## config.mk

```make
export PLATFORM = sky130hd
export DESIGN_NAME = brpred_result_monitor
export DESIGN_NICKNAME = d
export VERILOG_FILES = /design/src/rtl/brpred_result_monitor.sv
export SDC_FILE = /design/constraint.sdc
export NUM_CORES = 1
export LEC_CHECK = 0
export ABC_CLOCK_PERIOD_IN_PS = 3100
export CAP_MARGIN = 20
export CORE_MARGIN = 1
export CORE_UTILIZATION = 39
export CTS_BUF_LIST = sky130_fd_sc_hd__clkbuf_16
export CTS_CLUSTER_DIAMETER = 60
export DETAILED_ROUTE_END_ITERATION = 7
export PLACE_DENSITY = 0.84
export SLEW_MARGIN = 20
export SYNTH_ARGS = -nofsm -noshare
export SYNTH_HDL_FRONTEND = slang
export SYNTH_SLANG_ARGS = --single-unit
```

## constraint.sdc

```tcl
create_clock -name clk -period 3.1 [get_ports clk]
set_input_delay 0.62 -clock clk [delete_from_list [all_inputs] [get_ports clk]]
set_output_delay 0.62 -clock clk [all_outputs]
set_load 0.02 [all_outputs]
```

## src/rtl/brpred_result_monitor.sv

```systemverilog
// Branch-predictor test result monitor.
// Watches memory writes to one word address and treats each write there as
// the verdict for one sequential test part: EXPECT_DATA means the part
// passed, anything else counts as an error. A held-high write enable
// (D-cache stall) counts once. The monitor finishes when all parts pass or
// when the optional cycle limit runs out.
module brpred_result_monitor #(
  parameter int          NUM_PARTS   = 3,
  parameter logic [29:0] CHECK_ADDR  = 30'd0,
  parameter logic [31:0] EXPECT_DATA = 32'd0,
  parameter int          ERR_W       = 8,
  parameter int          DUR_W       = 16,
  parameter int          TIMEOUT     = 0
) (
  input  logic             clk,
  input  logic             rst,
  input  logic [29:0]      addr,
  input  logic [31:0]      data,
  input  logic             wen,
  output logic [ERR_W-1:0] error_num,
  output logic [DUR_W-1:0] duration,
  output logic [3:0]       part_idx,
  output logic             part_done,
  output logic             finish,
  output logic             timed_out,
  output logic             pass
);

  typedef enum logic [1:0] {
    ST_RUN     = 2'd0,
    ST_DONE    = 2'd1,
    ST_TIMEOUT = 2'd2
  } state_e;

  localparam logic [3:0]       LAST_PART = 4'(NUM_PARTS - 1);
  // Duration value on the last RUN cycle before the limit expires.
  localparam logic [DUR_W-1:0] TO_LAST   = DUR_W'(TIMEOUT - 1);
  localparam bit               TO_EN     = (TIMEOUT != 0);

  state_e           state_q, state_d;
  logic [ERR_W-1:0] err_q, err_d;
  logic [DUR_W-1:0] dur_q, dur_d;
  logic [3:0]       idx_q, idx_d;
  logic             done_q, done_d;
  logic             armed_q, armed_d;

  logic             ev;
  logic             hit;

  function automatic logic [ERR_W-1:0] err_sat_inc(input logic [ERR_W-1:0] v);
    return (v == {ERR_W{1'b1}}) ? v : v + 1'b1;
  endfunction

  function automatic logic [DUR_W-1:0] dur_sat_inc(input logic [DUR_W-1:0] v);
    return (v == {DUR_W{1'b1}}) ? v : v + 1'b1;
  endfunction

  // One event per rising wen: armed only after a cycle with wen low.
  assign ev  = wen & armed_q;
  assign hit = ev && (addr == CHECK_ADDR) && (state_q == ST_RUN);

  // Next-state decode for the state machine and its counters.
  always_comb begin
    state_d = state_q;
    err_d   = err_q;
    dur_d   = dur_q;
    idx_d   = idx_q;
    done_d  = 1'b0;
    armed_d = ~wen;
    if (state_q == ST_RUN) begin
      dur_d = dur_sat_inc(dur_q);
      if (TO_EN && (dur_q == TO_LAST)) begin
        state_d = ST_TIMEOUT;
      end
      if (hit) begin
        if (data == EXPECT_DATA) begin
          done_d = 1'b1;
          if (idx_q == LAST_PART) begin
            // Finishing the last part outranks a simultaneous timeout.
            state_d = ST_DONE;
          end else begin
            idx_d = idx_q + 4'd1;
          end
        end else begin
          err_d = err_sat_inc(err_q);
        end
      end
    end
  end

  // State and counter registers with synchronous reset.
  always_ff @(posedge clk) begin
    if (rst) begin
      state_q <= ST_RUN;
      err_q   <= '0;
      dur_q   <= '0;
      idx_q   <= 4'd0;
      done_q  <= 1'b0;
      armed_q <= 1'b0;
    end else begin
      state_q <= state_d;
      err_q   <= err_d;
      dur_q   <= dur_d;
      idx_q   <= idx_d;
      done_q  <= done_d;
      armed_q <= armed_d;
    end
  end

  assign error_num = err_q;
  assign duration  = dur_q;
  assign part_idx  = idx_q;
  assign part_done = done_q;
  assign finish    = (state_q != ST_RUN);
  assign timed_out = (state_q == ST_TIMEOUT);
  assign pass      = finish & ~timed_out & (err_q == '0);

endmodule

```

## Yosys cells after proc, flatten, opt, wreduce, memory -nomap -nowiden

Index checks and enable logic that the tools add are counted.

| word-level totals | value |
|---|---|
| register bits after elaboration | 31 |
| logic and storage cells | 33 |

| cells by class | value |
|---|---|
| mux-type cells | 1 |
| equal/unequal tests | 3 |
| reduce and logical (&&, ||, !) cells | 11 |
| bitwise operators | 9 |
| $add $sub $neg | 3 |

Operators by type and width:

| cell | number |
|---|---|
| $logic_not A32 Y1 | 1 |
| $logic_not A30 Y1 | 1 |
| $add A16 B1 Y16 const B | 1 |
| $eq A16 B16 Y1 const B | 1 |
| $reduce_and A4 Y1 | 3 |
| $add A8 B1 Y8 const B | 1 |
| $eq A8 B8 Y1 const B | 1 |
| $logic_not A8 Y1 | 1 |
| $not A1 Y1 | 7 |
| $add A4 B1 Y4 const B | 1 |
| $eq A4 B2 Y1 const B | 1 |
| $reduce_or A3 Y1 | 1 |
| $and A1 B1 Y1 | 2 |
| $logic_and A1 B1 Y1 | 2 |
| $logic_not A2 Y1 | 1 |
| $reduce_and A2 Y1 | 1 |
| $mux W1 | 1 |

## Depth between registers and ports, before layout

Gate-level depths: netlist (run 1).

| depth | value |
|---|---|
| depth in word-level cells | 5 |
| depth in mapped cells | 7 |
| depth with buffers taken out | 6 |

## Worst setup path before layout (run 1)

Ideal clock, no wire load.

| timing | value |
|---|---|
| path type | reg2out |
| start | register err_q[0] (netlist: error_num[0]) |
| end | output pass |
| path slack | 0.561 ns |
| data arrival time | 1.919 ns |
| cell stages (with the launch flop) | 5 |
| path buffers | 0 |
| cells stage by stage | dfxtp_1 -> inv_1 -> ha_1 -> or4b_2 -> nor4b_1 |

| on the way | value |
|---|---|
| cells in the longest elaborated chain, start to end | 2 |

RTL lines:

| what | RTL line | source |
|---|---|---|
| start: declaration | 41 | `logic [ERR_W-1:0] err_q, err_d;` |
| start signal: assignment | 102 | `err_q <= err_d;` |
| $logic_not A8 Y1 | 116 | `assign pass = finish & ~timed_out & (err_q == '0);` |
| $and A1 B1 Y1 | 116 |  |
| end: declaration | 26 | `output logic pass` |

No other way between the ends.

## Worst setup path in the final report (run 1)

| timing | value |
|---|---|
| start | register err_q[1] (netlist: error_num[1]) |
| end | output pass |

Same word-level chain as after synthesis.

==> flow_summary_export.csv, run 1 <==
group,metric,value,unit
logic_synthesis,ys_seq_area_share,35.5,%
detailed_routing,vias_per_cell,5.41,
final_layout,drive_gt1_share,6.82,%
timing,hold_viol,0,
timing,hold_slack,0.515,ns
die,die-area,4760,µm²
setup_path,end_kind,"primary output",
final_layout,final_cells,358,
clock_network,cts_buffers,5,
timing,fin_crit_sh,97.0,%
grt,grt_max_degree,21,
die,die_h,69.0,µm
timing,rsz0062_at_grt,"no",
timing,setup-tns-final,0,ns
timing,worst_pin_slew,0.575,ns
logic_synthesis,ys_seq_elements,31,
die,row_count,23,
setup_path,crit_slowest_cell,"clkdlybuf4s50_1",
setup_path,startpoint,"error_num[1]",
setup_path,r2r-start,"state_q[0]",
clock_network,path_clk_slew,0.05,ns
outcome,status,"completed",
final_layout,final_common_cell,"clkdlybuf4s50_1",
detailed_routing,drc,0,
final_layout,num-nets-final,378,
grt,antenna_found_initial,0,
run,maxCapViolations,0,
logic_synthesis,syn-cell-area,1750,µm²
worst_hold_path,hold_path.class,"flip-flop to flip-flop",
detailed_routing,first_pass_iters,4,
clock_network,insertion_delay,0.27,ns
worst_hold_path,hold_start,"part_idx[3]",
placed_design,dp_hpwl,3680,µm
setup_path,path_cells,"inv_1 -> ha_1 -> or4b_2 -> nor4b_1 -> clkdlybuf4s50_1",
die,core_region_area,4140,µm²
setup_path,worst_ep_arrival_time,2.39,ns
timing,fin_ws,0.0916,ns
logic_synthesis,netlist_instances,211,
power_and_ir_drop,irDropWorstVdd,0.217,mV
die,initial_core_util,42.2,%
timing,fmax,332,MHz
power_and_ir_drop,p_per_area,339,nW/µm²
timing,fin_worst_skew,0.00313,ns
detailed_routing,totalWireLength,4760,µm
clock_network,h-tree-depth,2,
clock_network,clockBufferDepth,2,
detailed_routing,drt_iter0_markers,78,
logic_synthesis,synthesis.yosys.warnings,0,
grt,grt_use_total,20.8,%
grt,grt_remaining_overflow,0,
clock_network,clock_sink_count,31,
placed_design,dp_slack,0.0715,ns
grt,grt_pass1_wl,7310,µm
final_layout,area_growth,65.2,%
setup_path,critical_path_class,"flip-flop to primary output",
timing,setup_viol,0,
final_layout,antenna_cells,0,
timing,finalMaxSlewViolations,0,
clock_network,cts-resized-gates,0,
final_layout,final_util,69.7,%
detailed_routing,avgRoutedWirePerCell,13.3,µm
power_and_ir_drop,power.leakage,0.998,nW
setup_path,slowest_delay,0.68,ns
final_layout,fill_cells,342,
placed_design,portBuffers,95,
clock_network,cts_tree,"yes",
clock_network,cts_setup_buffers,0,
timing,slew_headroom,61.6,%
logic_synthesis,postSynthAreaPerCell,8.29,µm²
setup_path,crit_required,2.48,ns
detailed_routing,num_vias,1937,
placed_design,post_dp_cell_area,2760,µm²
logic_synthesis,syn-num-nets,281,
timing,period_needed,3.01,ns
final_layout,stdcell_area,2890,µm²
clock_network,cts_hold_buffers,0,
setup_path,start_kind,"flip-flop",
logic_synthesis,ys_types,38,
clock_network,clock_tree.root_cell,"clkbuf_16",
grt,grt_pass1_vias,1763,
power_and_ir_drop,p_total,979,µW
placed_design,gp_congestion,0.818,
placed_design,post-place-cells,351,
die,die_x,69.0,µm
die,io_pins,97,
setup_path,crit_fanout,5,
detailed_routing,ant_nets,0,
final_layout,final_cell_mix,"clkdlybuf4s50_1 (95), dfxtp_1 (31), nor2_1 (27)",
## registers in the layout, summed over array words and instances, names as in the netlist
name       flops
error_num      8
armed_q        1
part_idx       4
state_q        1
duration      16
part_done      1
## worst max-delay path, delay by kind of cell (launching register included)
family / cells / cell delay (ns)
and+or+nand+nor: 2 / 0.91
DFF: 1 / 0.34
buffers and inverters: 2 / 0.74
adders and majority gates: 1 / 0.12
## power by group
group	internal (mW)	switching, mW	total (mW)
clock network	0.288	0.165	0.452
logic	0.0852	0.0334	0.119
registers	0.403	0.00458	0.408
total	0.776	0.203	0.979
## layout make-up
type / count / area, µm² / area share [%]
multi-input combinational: 164 / 1060 / 36.7
timing repair buffer: 100 / 988 / 34.2
sequential: 31 / 621 / 21.5
clock buffer: 5 / 125 / 4.33
tap: 50 / 62.6 / 2.17
inverter: 6 / 22.5 / 0.780
clock inverter: 2 / 8.76 / 0.303
## layer usage
layer  up-vias  part of all wire, %  GRT usage [%]
li1        969                    -              -
met1       887                   40           21.6
met4         0                  1.4           8.42
met2        73                   52           39.3
met5         -                    0              0
met3         8                  5.7           5.26
## worst paths after layout
| check | end | slack [ns] | cells after the start |
|---|---|---|---|
| worst max-delay path | pass | 0.09 | 5 |
| worst min-delay path | part_idx[3] | 0.51 | 2 |
| worst max register to register | error_num[3] | 0.78 | 6 |
| worst min register to register | part_idx[3] | 0.51 | 2 |
## cell usage after synthesis
library cell	n	area share, %
dfxtp_1	31	35
nor2_1	27	5.8
nor4_1	16	5.7
nand2_1	15	3.2
xor2_1	10	5.0
nand4_1	9	3.2
nand3_1	8	2.3
a21oi_1	7	2.0
inv_1	6	1.3
nor3_1	6	1.7
or4_1	6	2.6
clkbuf_1	5	1.1
ha_1	5	3.6
nor2b_1	5	1.8
or3_1	5	1.8
and3_1	4	1.4
and4_1	4	2.0
mux2i_1	4	2.3
nand2b_1	4	1.4
o31ai_1	4	1.7
mux2_2	3	1.9
nor4_2	3	2.1
o2111ai_1	3	1.5
a31o_2	2	1.0
a31oi_1	2	0.72
buf_2	2	0.57
o211ai_1	2	0.86
o21ai_0	2	0.57
xnor2_1	2	1.0
a311oi_1	1	0.50
buf_1	1	0.21
buf_4	1	0.43
buf_6	1	0.64
conb_1	1	0.21
mux2_1	1	0.64
nor4b_1	1	0.50
nor4bb_1	1	0.57
or4b_2	1	0.57
## cells by family (layout without fill, tap and decap cells)
logic type | after synthesis | in the layout | synth area share (%)
AO/OA/AOI/OAI | 23 | 23 | 8.87
XOR/XNOR | 12 | 12 | 6.01
adder cells (fa/ha/maj) | 5 | 5 | 3.58
buffers and inverters | 16 | 113 | 4.22
flip-flops | 31 | 31 | 35.5
multiplexers | 8 | 8 | 4.86
other | 1 | 1 | 0.214
AND/OR/NAND/NOR | 115 | 115 | 36.8
(Power assumes the default switching activity.)
==> run 2: changes to the inputs <==
--- a/config.mk
+++ b/config.mk
@@ -5,14 +5,14 @@
 export SDC_FILE = /design/constraint.sdc
 export NUM_CORES = 1
 export LEC_CHECK = 0
-export ABC_CLOCK_PERIOD_IN_PS = 3100
+export ABC_CLOCK_PERIOD_IN_PS = 3800
 export CAP_MARGIN = 20
 export CORE_MARGIN = 1
-export CORE_UTILIZATION = 39
+export CORE_UTILIZATION = 42
 export CTS_BUF_LIST = sky130_fd_sc_hd__clkbuf_16
 export CTS_CLUSTER_DIAMETER = 60
 export DETAILED_ROUTE_END_ITERATION = 7
-export PLACE_DENSITY = 0.84
+export PLACE_DENSITY = 0.89
 export SLEW_MARGIN = 20
 export SYNTH_ARGS = -nofsm -noshare
 export SYNTH_HDL_FRONTEND = slang
==> constraint.sdc (replaced) <==
create_clock -name clk -period 3.8 [get_ports clk]
set_input_delay 0.76 -clock clk [delete_from_list [all_inputs] [get_ports clk]]
set_output_delay 0.76 -clock clk [all_outputs]
set_load 0.02 [all_outputs]
==> run 2 against run 1 <==
Combinational power shrank 18%. Clock power decreased by 19%. Critical endpoint unchanged. Total power fell by 18%. Die area shrank 6.9%. Largest power group unchanged. Register-to-register slack improved by 0.59 ns. Flip-flop and latch count stayed put. Wire length decreased by 0.25%. Via count about the same. Highest routed layer unchanged. Utilization rose by 2.1 points.
==> flow_summary_export.csv, run 2 (same netlist as run 1, synthesis figures left out) <==
group,metric,value,unit
grt,grt_pass1_vias,1752,
final_layout,largest_reg_flops,16,
setup_path,slowest_delay,0.67,ns
setup_path,critical_path_class,"flip-flop to primary output",
detailed_routing,num_vias,1938,
setup_path,crit_fanout,6,
placed_design,dp_hpwl,3670,µm
placed_design,gp_congestion,0.810,
clock_network,cts_buffers,5,
final_layout,antenna_cells,0,
timing,finalMaxSlewViolations,0,
detailed_routing,ant_nets,0,
timing,slew_headroom,63.6,%
final_layout,final_cell_mix,"clkdlybuf4s50_1 (95), dfxtp_1 (31), nor2_1 (27)",
timing,rsz0062_at_grt,"no",
detailed_routing,wl_met2,2470,µm
detailed_routing,wl_met3,326,µm
power_and_ir_drop,p_total,799,µW
timing,fmax,319,MHz
grt,grt_use_total,23.3,%
clock_network,cts_tree,"yes",
clock_network,insertion_delay,0.28,ns
final_layout,final_common_cell,"clkdlybuf4s50_1",
grt,grt_max_degree,23,
outcome,status,"completed",
power_and_ir_drop,p_per_area,278,nW/µm²
detailed_routing,vias_per_cell,5.44,
setup_path,crit_required,3.04,ns
die,die_x,66.5,µm
setup_path,path_cells,"inv_1 -> ha_1 -> or4b_2 -> nor4b_1 -> clkdlybuf4s50_1",
die,io_pins,97,
timing,hold_viol,0,
clock_network,cts_hold_buffers,0,
detailed_routing,drt_iter0_markers,124,
setup_path,worst_ep_arrival_time,2.38,ns
timing,period_needed,3.14,ns
timing,worst_pin_slew,0.542,ns
die,die-area,4430,µm²
clock_network,cts_setup_buffers,0,
clock_network,h-tree-depth,2,
detailed_routing,top_layer,"met4",
grt,grt_pass1_wl,7800,µm
die,die_h,66.5,µm
setup_path,end_kind,"primary output",
power_and_ir_drop,irDropWorstVdd,0.173,mV
setup_path,start_kind,"flip-flop",
detailed_routing,wl_met1,1890,µm
final_layout,drive_gt1_share,6.21,%
final_layout,num-nets-final,376,
power_and_ir_drop,power.leakage,0.988,nW
placed_design,portBuffers,95,
run,maxCapViolations,0,
clock_network,clock_sink_count,31,
timing,setup_viol,0,
die,initial_core_util,43.7,%
detailed_routing,avgRoutedWirePerCell,13.3,µm
timing,fin_worst_skew,0.00359,ns
detailed_routing,drc,0,
clock_network,cts-resized-gates,0,
detailed_routing,first_pass_iters,6,
final_layout,fill_cells,313,
setup_path,crit_slowest_cell,"clkdlybuf4s50_1",
clock_network,clockBufferDepth,2,
detailed_routing,totalWireLength,4750,µm
clock_network,path_clk_slew,0.05,ns
timing,setup-tns-final,0,ns
grt,antenna_found_initial,0,
timing,fin_crit_sh,82.6,%
die,row_count,23,
grt,grt_remaining_overflow,0,
die,core_region_area,4000,µm²
final_layout,area_growth,64.3,%
worst_hold_path,hold_path.class,"flip-flop to flip-flop",
clock_network,clock_tree.root_cell,"clkbuf_16",
-- run 2: layout make-up --
type | count | area (µm²) | area share, %
clock buffer | 5 | 125 | 4.35
sequential | 31 | 621 | 21.6
timing repair buffer | 98 | 973 | 33.9
inverter | 6 | 22.5 | 0.784
multi-input combinational | 164 | 1060 | 36.9
clock inverter | 2 | 8.76 | 0.305
tap | 50 | 62.6 | 2.18
-- run 2: final timing paths --
check                             startpoint      endpoint  slack, ns  cells after the start
worst min register to register   part_idx[3]   part_idx[3]       0.52                      2
worst min-delay path             part_idx[3]   part_idx[3]       0.52                      2
worst max register to register    state_q[0]  error_num[3]       1.37                      5
worst max-delay path            error_num[0]          pass       0.66                      5
-- run 2: report_power, final --
| group | switching, mW | leakage (nW) | internal [mW] |
|---|---|---|---|
| Sequential | 0.00389 | 0.250 | 0.329 |
| Clock | 0.134 | 0.0671 | 0.235 |
| Combinational | 0.0279 | 0.670 | 0.0696 |
| Total | 0.166 | 0.988 | 0.633 |
-- run 2: metal layers --
| layer | up-vias | GRT usage, % |
|---|---|---|
| met3 | 7 | 7.53 |
| met5 | - | 0 |
| met2 | 81 | 40.7 |
| li1 | 972 | - |
| met1 | 878 | 25.9 |
| met4 | 0 | 9.31 |
-- run 2: worst max-delay path: cells and delay by family, from the launching register on --
family | cells | cell delay, ns
DFF | 1 | 0.36
and+or+nand+nor | 2 | 0.87
buffers and inverters | 2 | 0.75
adders and majority gates | 1 | 0.13
-- run 2: per-stage QoR --
step	std cells	hold slack [ns]	setup slack (ns)	area (µm²)	utilization, %
global placement	349	0.482	0.544	2740	68.5
CTS	356	0.518	0.619	2870	71.8
finish	356	0.521	0.661	2870	71.8
global route	356	0.557	0.554	2870	71.8
detailed placement	349	0.510	0.500	2740	68.5
floorplan	211	0.564	1.12	1750	-
